===== src/rtl/fft_spectrum_bars.sv =====
// Purpose : reduce the FFT Xk stream to NUM_BARS bar heights (approx |X| of the lower half, max per group) in a double-buffered table.
// Latency : last bin accepted in cycle T -> table published, frame_done high in T+4; rd_data is 1 cycle after rd_addr.
// Backpr. : none; one bin is consumed on every in_valid cycle, the read port can be used at any time.
//
// Ports:
//   clk, rst_n            clock, asynchronous active-low reset
//   in_valid, in_sop      bin strobe, first-bin marker (qualified by in_valid)
//   xk_re, xk_im          signed FFT output bin
//   rd_addr, rd_data      display table read port (registered)
//   frame_done            one-cycle pulse when a new table is published
//   busy                  high while a frame is being accumulated
//   sync_err              one-cycle pulse when in_sop arrives in the middle of a frame
// Build option: SPECTRUM_PEAK_HOLD_EN -- publish max(new bar, old display - 1) instead of the new bar.
module fft_spectrum_bars #(
  parameter int FFT_POINTS = 1024,
  parameter int DATA_WIDTH = 16,
  parameter int NUM_BARS   = 32,
  parameter int BAR_WIDTH  = 8,
  parameter int MAG_SHIFT  = 7
) (
  input  logic                          clk,
  input  logic                          rst_n,
  input  logic                          in_valid,
  input  logic                          in_sop,
  input  logic signed [DATA_WIDTH-1:0]  xk_re,
  input  logic signed [DATA_WIDTH-1:0]  xk_im,
  input  logic [$clog2(NUM_BARS)-1:0]   rd_addr,
  output logic [BAR_WIDTH-1:0]          rd_data,
  output logic                          frame_done,
  output logic                          busy,
  output logic                          sync_err
);

  localparam int CNT_W  = $clog2(FFT_POINTS);
  localparam int BAR_AW = $clog2(NUM_BARS);
  localparam int GRP    = (FFT_POINTS / 2) / NUM_BARS;
  localparam int GRP_W  = $clog2(GRP);
  localparam int MAG_W  = DATA_WIDTH + 1;
  localparam logic [CNT_W-1:0]     GRP_MASK = CNT_W'(GRP - 1);
  localparam logic [CNT_W-1:0]     LAST_BIN = CNT_W'(FFT_POINTS - 1);
  localparam logic [BAR_WIDTH-1:0] H_MAX    = '1;

  typedef enum logic [1:0] {IDLE, ACCUM, DRAIN} state_t;

  state_t           state, state_nxt;
  logic [CNT_W-1:0] cnt, cnt_nxt;
  logic             next_open, next_open_nxt;  // next frame already started while draining
  logic             frame_open, accept, sop_mid, last_acc, swap, tag_bank;
  logic [CNT_W-1:0] bin_idx;
  logic             disp_sel;                  // bank currently shown; the other one is the work bank
  logic             pub_pend;                  // last bin of the frame has just been written

  // Pipeline registers
  logic                  s1_vld, s1_last, s1_bank;
  logic [CNT_W-1:0]      s1_bin;
  logic [DATA_WIDTH-1:0] s1_a, s1_b;
  logic                  s2_vld, s2_last, s2_bank;
  logic [CNT_W-1:0]      s2_bin;
  logic [MAG_W-1:0]      s2_mag;

  logic [BAR_WIDTH-1:0]  bank [2][NUM_BARS];
  logic [BAR_WIDTH-1:0]  pub_val [NUM_BARS];

  function automatic logic [DATA_WIDTH-1:0] abs_val(input logic signed [DATA_WIDTH-1:0] x);
    logic [DATA_WIDTH-1:0] u;
    u = x;
    // Two's complement negate; the most negative value lands on 2^(DATA_WIDTH-1) unsigned.
    return u[DATA_WIDTH-1] ? (~u + DATA_WIDTH'(1)) : u;
  endfunction

`ifdef SPECTRUM_PEAK_HOLD_EN
  function automatic logic [BAR_WIDTH-1:0] hold_val(input logic [BAR_WIDTH-1:0] nw,
                                                    input logic [BAR_WIDTH-1:0] old);
    logic [BAR_WIDTH-1:0] dec;
    dec = (old == '0) ? '0 : old - BAR_WIDTH'(1);
    return (nw > dec) ? nw : dec;
  endfunction
`endif

  // ---------------------------------------------------------------- control
  always_comb begin
    frame_open    = (state == ACCUM) || ((state == DRAIN) && next_open);
    accept        = in_valid && (in_sop || frame_open);
    sop_mid       = in_valid && in_sop && frame_open;
    bin_idx       = in_sop ? '0 : cnt;
    last_acc      = accept && (bin_idx == LAST_BIN);
    swap          = (state == DRAIN) && pub_pend;
    // Bins accepted while draining belong to the next frame, whose work bank
    // is the one that is still on display until the swap.
    tag_bank      = (state == DRAIN) ? disp_sel : ~disp_sel;
    cnt_nxt       = accept ? bin_idx + CNT_W'(1) : cnt;
    state_nxt     = state;
    next_open_nxt = next_open;
    case (state)
      IDLE:  if (accept) state_nxt = ACCUM;
      ACCUM: if (last_acc) state_nxt = DRAIN;
      DRAIN: begin
        if (accept) next_open_nxt = 1'b1;
        if (swap) begin
          state_nxt     = (next_open || accept) ? ACCUM : IDLE;
          next_open_nxt = 1'b0;
        end
      end
      default: state_nxt = IDLE;
    endcase
  end

  always_ff @(posedge clk or negedge rst_n) begin
    if (!rst_n) begin
      state      <= IDLE;
      cnt        <= '0;
      next_open  <= 1'b0;
      disp_sel   <= 1'b0;
      frame_done <= 1'b0;
      sync_err   <= 1'b0;
    end else begin
      state      <= state_nxt;
      cnt        <= cnt_nxt;
      next_open  <= next_open_nxt;
      frame_done <= swap;
      sync_err   <= sop_mid;
      if (swap) disp_sel <= ~disp_sel;
    end
  end

  assign busy = (state != IDLE);

  // ---------------------------------------------------------------- magnitude pipeline
  logic [DATA_WIDTH-1:0] mx, mn;
  logic [MAG_W-1:0]      h_full;
  logic [BAR_WIDTH-1:0]  h;
  logic                  wr_en, wr_first;
  logic [BAR_AW-1:0]     wr_bar;

  always_comb begin
    mx       = (s1_a > s1_b) ? s1_a : s1_b;
    mn       = (s1_a > s1_b) ? s1_b : s1_a;
    h_full   = s2_mag >> MAG_SHIFT;
    h        = (h_full > MAG_W'(H_MAX)) ? H_MAX : h_full[BAR_WIDTH-1:0];
    wr_en    = s2_vld && !s2_bin[CNT_W-1];          // upper half is counted but not displayed
    wr_bar   = BAR_AW'(s2_bin >> GRP_W);
    wr_first = ((s2_bin & GRP_MASK) == '0);
  end

  always_ff @(posedge clk or negedge rst_n) begin
    if (!rst_n) begin
      s1_vld   <= 1'b0;
      s1_last  <= 1'b0;
      s1_bank  <= 1'b0;
      s1_bin   <= '0;
      s1_a     <= '0;
      s1_b     <= '0;
      s2_vld   <= 1'b0;
      s2_last  <= 1'b0;
      s2_bank  <= 1'b0;
      s2_bin   <= '0;
      s2_mag   <= '0;
      pub_pend <= 1'b0;
    end else begin
      s1_vld   <= accept;
      s1_last  <= last_acc;
      s1_bank  <= tag_bank;
      s1_bin   <= bin_idx;
      s1_a     <= abs_val(xk_re);
      s1_b     <= abs_val(xk_im);
      s2_vld   <= s1_vld;
      s2_last  <= s1_vld && s1_last;
      s2_bank  <= s1_bank;
      s2_bin   <= s1_bin;
      s2_mag   <= MAG_W'(mx) + MAG_W'(mn >> 1);
      pub_pend <= s2_vld && s2_last;
    end
  end

  // ---------------------------------------------------------------- bar banks
  always_comb begin
    for (int i = 0; i < NUM_BARS; i++) begin
`ifdef SPECTRUM_PEAK_HOLD_EN
      pub_val[i] = hold_val(bank[~disp_sel][i], bank[disp_sel][i]);
`else
      pub_val[i] = bank[~disp_sel][i];
`endif
    end
  end

  always_ff @(posedge clk or negedge rst_n) begin
    if (!rst_n) begin
      for (int b = 0; b < 2; b++)
        for (int i = 0; i < NUM_BARS; i++)
          bank[b][i] <= '0;
    end else begin
      // First bin of a group overwrites, so stale bars from an earlier or aborted frame never leak.
      if (wr_en)
        bank[s2_bank][wr_bar] <= (wr_first || (h > bank[s2_bank][wr_bar])) ? h : bank[s2_bank][wr_bar];
`ifdef SPECTRUM_PEAK_HOLD_EN
      // The finished work bank absorbs the decayed peaks; new-frame writes target the other bank.
      if (swap)
        for (int i = 0; i < NUM_BARS; i++)
          bank[~disp_sel][i] <= pub_val[i];
`endif
    end
  end

  // A read issued in the swap cycle already returns the table being published.
  always_ff @(posedge clk or negedge rst_n) begin
    if (!rst_n) rd_data <= '0;
    else        rd_data <= swap ? pub_val[rd_addr] : bank[disp_sel][rd_addr];
  end

endmodule


===== config.mk =====
export PLATFORM = sky130hd
export DESIGN_NAME = fft_spectrum_bars
export DESIGN_NICKNAME = d
export VERILOG_FILES = /design/src/rtl/fft_spectrum_bars.sv
export SDC_FILE = /design/constraint.sdc
export NUM_CORES = 2
export LEC_CHECK = 0
export BUFFER_PORTS_ARGS = -buffer_cell sky130_fd_sc_hd__buf_2
export CAP_MARGIN = 30
export CELL_PAD_IN_SITES_DETAIL_PLACEMENT = 1
export CELL_PAD_IN_SITES_GLOBAL_PLACEMENT = 1
export CORE_MARGIN = 5
export CORE_UTILIZATION = 30
export DETAILED_ROUTE_END_ITERATION = 10
export GPL_ROUTABILITY_DRIVEN = 0
export PLACE_DENSITY = 0.49
export RECOVER_POWER = 50
export SYNTH_ARGS = -nofsm -noshare
export SYNTH_HDL_FRONTEND = slang
export SYNTH_SLANG_ARGS = --single-unit

===== constraint.sdc =====
create_clock -name clk -period 8.43 [get_ports clk]
set_clock_uncertainty 0.2 [all_clocks]
set_input_delay 1.2645 -clock clk [delete_from_list [all_inputs] [get_ports clk]]
set_output_delay 1.2645 -clock clk [all_outputs]
set_load 0.1 [all_outputs]

# Yosys cells after proc, flatten, opt, wreduce, memory -nomap -nowiden
# Cells that the tools add are included.
dict set report totals {
  ff_bits 612
  in_bits 41
}
dict set report classes {
  n_addsub 4
  order_cmp 10
  n_eq_ne 6
  mux 39
  n_bitwise 8
  n_reduce_logical 22
}
# cell count
set ops {}
lappend ops {{$mux W256} 10}
lappend ops {{$bwmux W512} 1}
lappend ops {{$demux W256 S1} 1}
lappend ops {{$bmux W8 S5} 3}
lappend ops {{$mux W8} 10}
lappend ops {{$mux W16} 4}
lappend ops {{$demux W8 S5} 1}
lappend ops {{$add A16 B1 Y16 const B} 2}
lappend ops {{$not A16 Y16} 2}
lappend ops {{$add A16 B15 Y17} 1}
lappend ops {{$gt A16 B16 Y1} 1}
lappend ops {{$ge A6 B6 Y1 const B} 2}
lappend ops {{$not A5 Y6} 2}
lappend ops {{$logic_and A1 B1 Y1} 11}
lappend ops {{$add A10 B1 Y10 const B} 1}
lappend ops {{$eq A10 B10 Y1 const B} 1}
lappend ops {{$gt A10 B8 Y1 const B} 1}
lappend ops {{$logic_not A10 Y1} 1}
lappend ops {{$mux W10} 1}
lappend ops {{$gt A8 B8 Y1} 1}
lappend ops {{$ge A2 B2 Y1 const B} 3}
lappend ops {{$lt A6 B1 Y1 const B} 1}
lappend ops {{$mux W2} 3}
lappend ops {{$ne A2 B2 Y1 const B} 3}
lappend ops {{other kinds (13)} 22}

# Logic depth before layout (Yosys ltp)
dict set report logic_depth {
  ltp_word 11
  ltp_mapped 20
  depth_no_buf 19
}

# Worst setup path after synthesis
# No wires, ideal clock.
dict set report synth_timing {
  path_kind {register to register}
  startpoint {reg s2_bin[5]}
  endpoint {reg bank[152] (netlist name)}
  setup_ns 0.065
  arrival_ns 4.298
  required_time_ns 8.165
  slack_ns 3.867
  stages_incl_launch_ff 19
  n_path_buf 4
  period_less_slack_ns 4.563
  cell_sequence {dfrtp_1 > buf_2 > buf_2 > clkbuf_1 > mux4_2 > mux2i_1 > o22ai_1 > nor4_4 > ha_1 > nor2b_1 > o21a_1 > o21ai_1 > nand2b_1 > a21oi_1 > o21ai_1 > a21oi_4 > mux2i_1 > clkbuf_1 > mux2_2}
}
dict set report synth_between {
  elab_chain_len 8
  word_cells_on_any_way 15
  classes_between {3 x order compare; 9 x mux; 1 x bitwise; 2 x reduce/logical}
}
# item line
set synth_rtl {}
lappend synth_rtl {{from (decl)} 58} ;# logic [CNT_W-1:0] s2_bin;
lappend synth_rtl {{from (signal assigned)} 169} ;# s2_bin <= s1_bin;
lappend synth_rtl {{$not A5 Y6 *} 194} ;# bank[s2_bank][wr_bar] <= (wr_first || (h > bank[s2_bank][wr_bar])) ? h : bank[s2_bank][wr_bar];
lappend synth_rtl {{$bmux W8 S5, or another cell as far along} 194}
lappend synth_rtl {{$mux W8 (implied by the code) or $logic_and A1 B1 Y1 (tied branches)} 194}
lappend synth_rtl {{$mux W8 (implied by the code)} 194}
lappend synth_rtl {{$gt A8 B8 Y1 or $demux W8 S5 (tied branches)} 194}
lappend synth_rtl {{$logic_or A1 B1 Y1 or $mux W256 (tied branches)} 194}
lappend synth_rtl {{$mux W8 or $demux W256 S1 (tied branches)} 194}
lappend synth_rtl {{$bwmux W512 *} 194}
lappend synth_rtl {{to (signal, indexed assignment)} 194}
lappend synth_rtl {{to (decl)} 61} ;# logic [BAR_WIDTH-1:0] bank [2][NUM_BARS];
# Every way passes the cells marked *; elsewhere a longest branch is shown, timed or not. The select of a mux whose other input is x is not followed.
# A chain may end at the register's enable or synchronous reset.

# Worst setup path after layout
dict set report layout_timing {
  startpoint {reg s2_bin[5]}
  endpoint {reg bank[182] (netlist name)}
}
# The elaborated chain is that of the path after synthesis.

==> out/results.ini <==
[timing]
rsz0062_at_grt=no
clock.fmax_ghz=0.150
hold_violations=0
fin_tns_setup_ps=0
hold_slack_ps=144
fin_crit_sh_pct=79.2
setup_viol=0
slew_viol_final=107
relSlewSlack_pct=-240
setup_ws_ps=1760
tightestPinTransition_ps=5100
finalCriticalPeriod_ps=6670

[route]
drt_first_iter_violations=1714
route.met3.wl_um=5420
met1Wirelength_um=55100
antenna_left=0
vias=22800
dr_wl_met2_um=58200
routed_wl_um=121000
vias_per_cell=5.65
drc_errors=0
top_layer=met5
drtPass1Iterations=5
routedWlPerCell_um=30.1

[worst_setup_path]
rr_worst_depth=15
startpoint_type=flop
cp-end-kind=flop
rrSetupSlack_ps=1760
cp.arrival_ps=7040
cp_max_fo=48
crit_required_ps=8800
crit_type=reg -> reg
worstReg2RegStart=s2_bin[5]
r2r-end=bank[182]

[yosys]
async_reset_ff_share_pct=100
synth.avg_cell_area_um2=15.5
synth_cell_types=55
ys_seq_area_share_pct=41.6
synth_top_family_by_area=multiplexers
yosysTopAreaCell=dfrtp_1
synth-simple-area-share_pct=3.59
synth-seq-cells=605
syn_area_um2=36400
synthMuxAreaShare_pct=47.5
synth_edf_count=0
synth_top_area_share_pct=41.6
netlist_top_cells_area=dfrtp_1 42%, mux4_2 29%, mux2_2 17%
synth_compound_area_share_pct=2.09
synth-xor-area-share_pct=0.915
synthFlopType=dfrtp_1
synth_fa_ha_area_share_pct=1.41
synthCells=2352
synth_warnings=0
syn_nets=2434

[worst_hold_path]
hold_end=s2_bin[3]
min-delay-start=s1_bin[3]
hold_class=reg -> reg
holdPathStages=0

[clock_tree]
post_cts_buffers=0
cts_resized=0
clk_latency_ps=660
clkSinkCount=605
htreeDepth=3
numCtsBuffers=77
hold_buffers=0
cts_root_buffer=clkbuf_16
path_clk_slew_ps=60
cts_tree=done
clockBufferDepth=3

[placed_design]
place.port_buffers=51
post-place-ws_ps=1720
placed_area_um2=38500
hpwlAfterDp_um=80200

[outcome]
outcome=complete, but fails checks
violations=max-capacitance violations, max-slew violations

[finish]
fill_cells=12400
fin_nets=2434
final_cell_mix=601 x dfrtp_1, 534 x mux2_2, 464 x mux4_2
drive_gt1_share_pct=52.9
layout_commonest_cell=dfrtp_1
area_growth_pct=13.1
fin_area_um2=41100

[power]
ir_drop_mv=0.249
power_density_nw_per_um2=208
leakage_nw=17.4

[floorplanning]
die_h_um=358
ios=52
initial_core_util_pct=30.3
row_count=127
die_area_um2=128000
core-area_um2=120000
dieWidth_um=358

[grt]
grt.total_usage_pct=19.1
grt_pass1_wl_um=180000
antenna_found_initial=8
grt_pass1_vias=24600
grt_max_degree=151
grt_overflow=0

[job]
maxCapViolations=2

-- cells by family (layout without fill, tap and decap cells) --
logic type	Yosys count	count (layout)
multiplexers	1073	1073
flip-flops	605	605
AND/OR/NAND/NOR	246	246
buffers and inverters	227	290
AO/OA/AOI/OAI	122	122
adder cells (fa/ha/maj)	41	41
XOR/XNOR	38	38
other	0	2
-- metrics by stage --
stage	power [mW]	instances	util, %
final	8.56	4029	34.2
after global routing	8.95	4027	34.2
after CTS	8.69	4025	34.2
after detailed placement	5.14	3883	32.0
after global placement	5.04	3879	31.9
after floorplan	4.34	2352	-
-- final cells by class --
class | count | area [um2] | share of cell area, %
Sequential cell | 605 | 15200 | 36.8
Multi-Input combinational cell | 1520 | 20300 | 49.2
Antenna cell | 2 | 5.00 | 0.0122
Clock inverter | 36 | 469 | 1.14
Timing Repair Buffer | 113 | 925 | 2.25
Tap cell | 1612 | 2020 | 4.90
Clock buffer | 106 | 2180 | 5.30
Inverter | 35 | 131 | 0.319
-- cell usage after synthesis (5+ instances only) --
cell type / count
dfrtp_1: 605
mux2_2: 534
mux4_2: 464
buf_2: 92
nand2_1: 92
mux2i_1: 68
clkbuf_1: 57
nor2_1: 51
ha_1: 41
o21ai_0: 37
inv_1: 34
buf_1: 31
o22ai_1: 28
xnor2_1: 28
a21oi_1: 17
nor2b_1: 16
xor2_1: 10
and3_1: 8
nor2_2: 8
buf_4: 7
mux2i_4: 7
nand3_1: 7
nor3_1: 7
nor4_4: 7
o31ai_1: 7
a21o_1: 6
and2_1: 6
nand4_1: 6
buf_6: 5
nor4_1: 5
-- worst max path at each step --
stage,from,endpoint,cells past startpoint
after global routing,rst_n,s2_bank,2
after global placement,s2_bank,bank[482],15
after floorplan,s2_bin[5],bank[152],18
after detailed placement,s2_bank,bank[438],15
after CTS,s2_bin[5],bank[182],15
final,s2_bin[5],bank[182],15
-- power by group --
part,total [mW],switching (mW),internal [mW]
logic,2.05,1.43,0.618
registers,3.04,0.0550,2.98
clock network,3.48,1.36,2.12
-- worst max-delay path, cell delays in order, from the launching register on --
cell	delay, ps
dfrtp_4	880
buf_4	610
mux4_2	410
mux2i_1	440
o22ai_1	240
nor4_4	600
ha_1	340
o21a_1	110
o21ai_1	110
nand2b_1	80
a21oi_1	170
o21ai_1	110
a21oi_4	620
mux2i_4	650
buf_4	610
mux2_2	280
-- metal layers --
metal	track usage, %	vias to the layer above
met2	31.2	547
met1	27.2	12700
met3	2.73	117
li1	-	9356
met5	0	-
met4	4.24	2
-- state kept, by name (all words and copies together) (netlist names), 2 cells and up --
name / count
s1_bin: 10
s2_mag: 10
cnt: 10
rd_data: 8
s1_b: 16
s1_a: 16
s2_bin: 10
bank: 512
state: 2
Note: power is estimated with default switching activity, not from simulation.
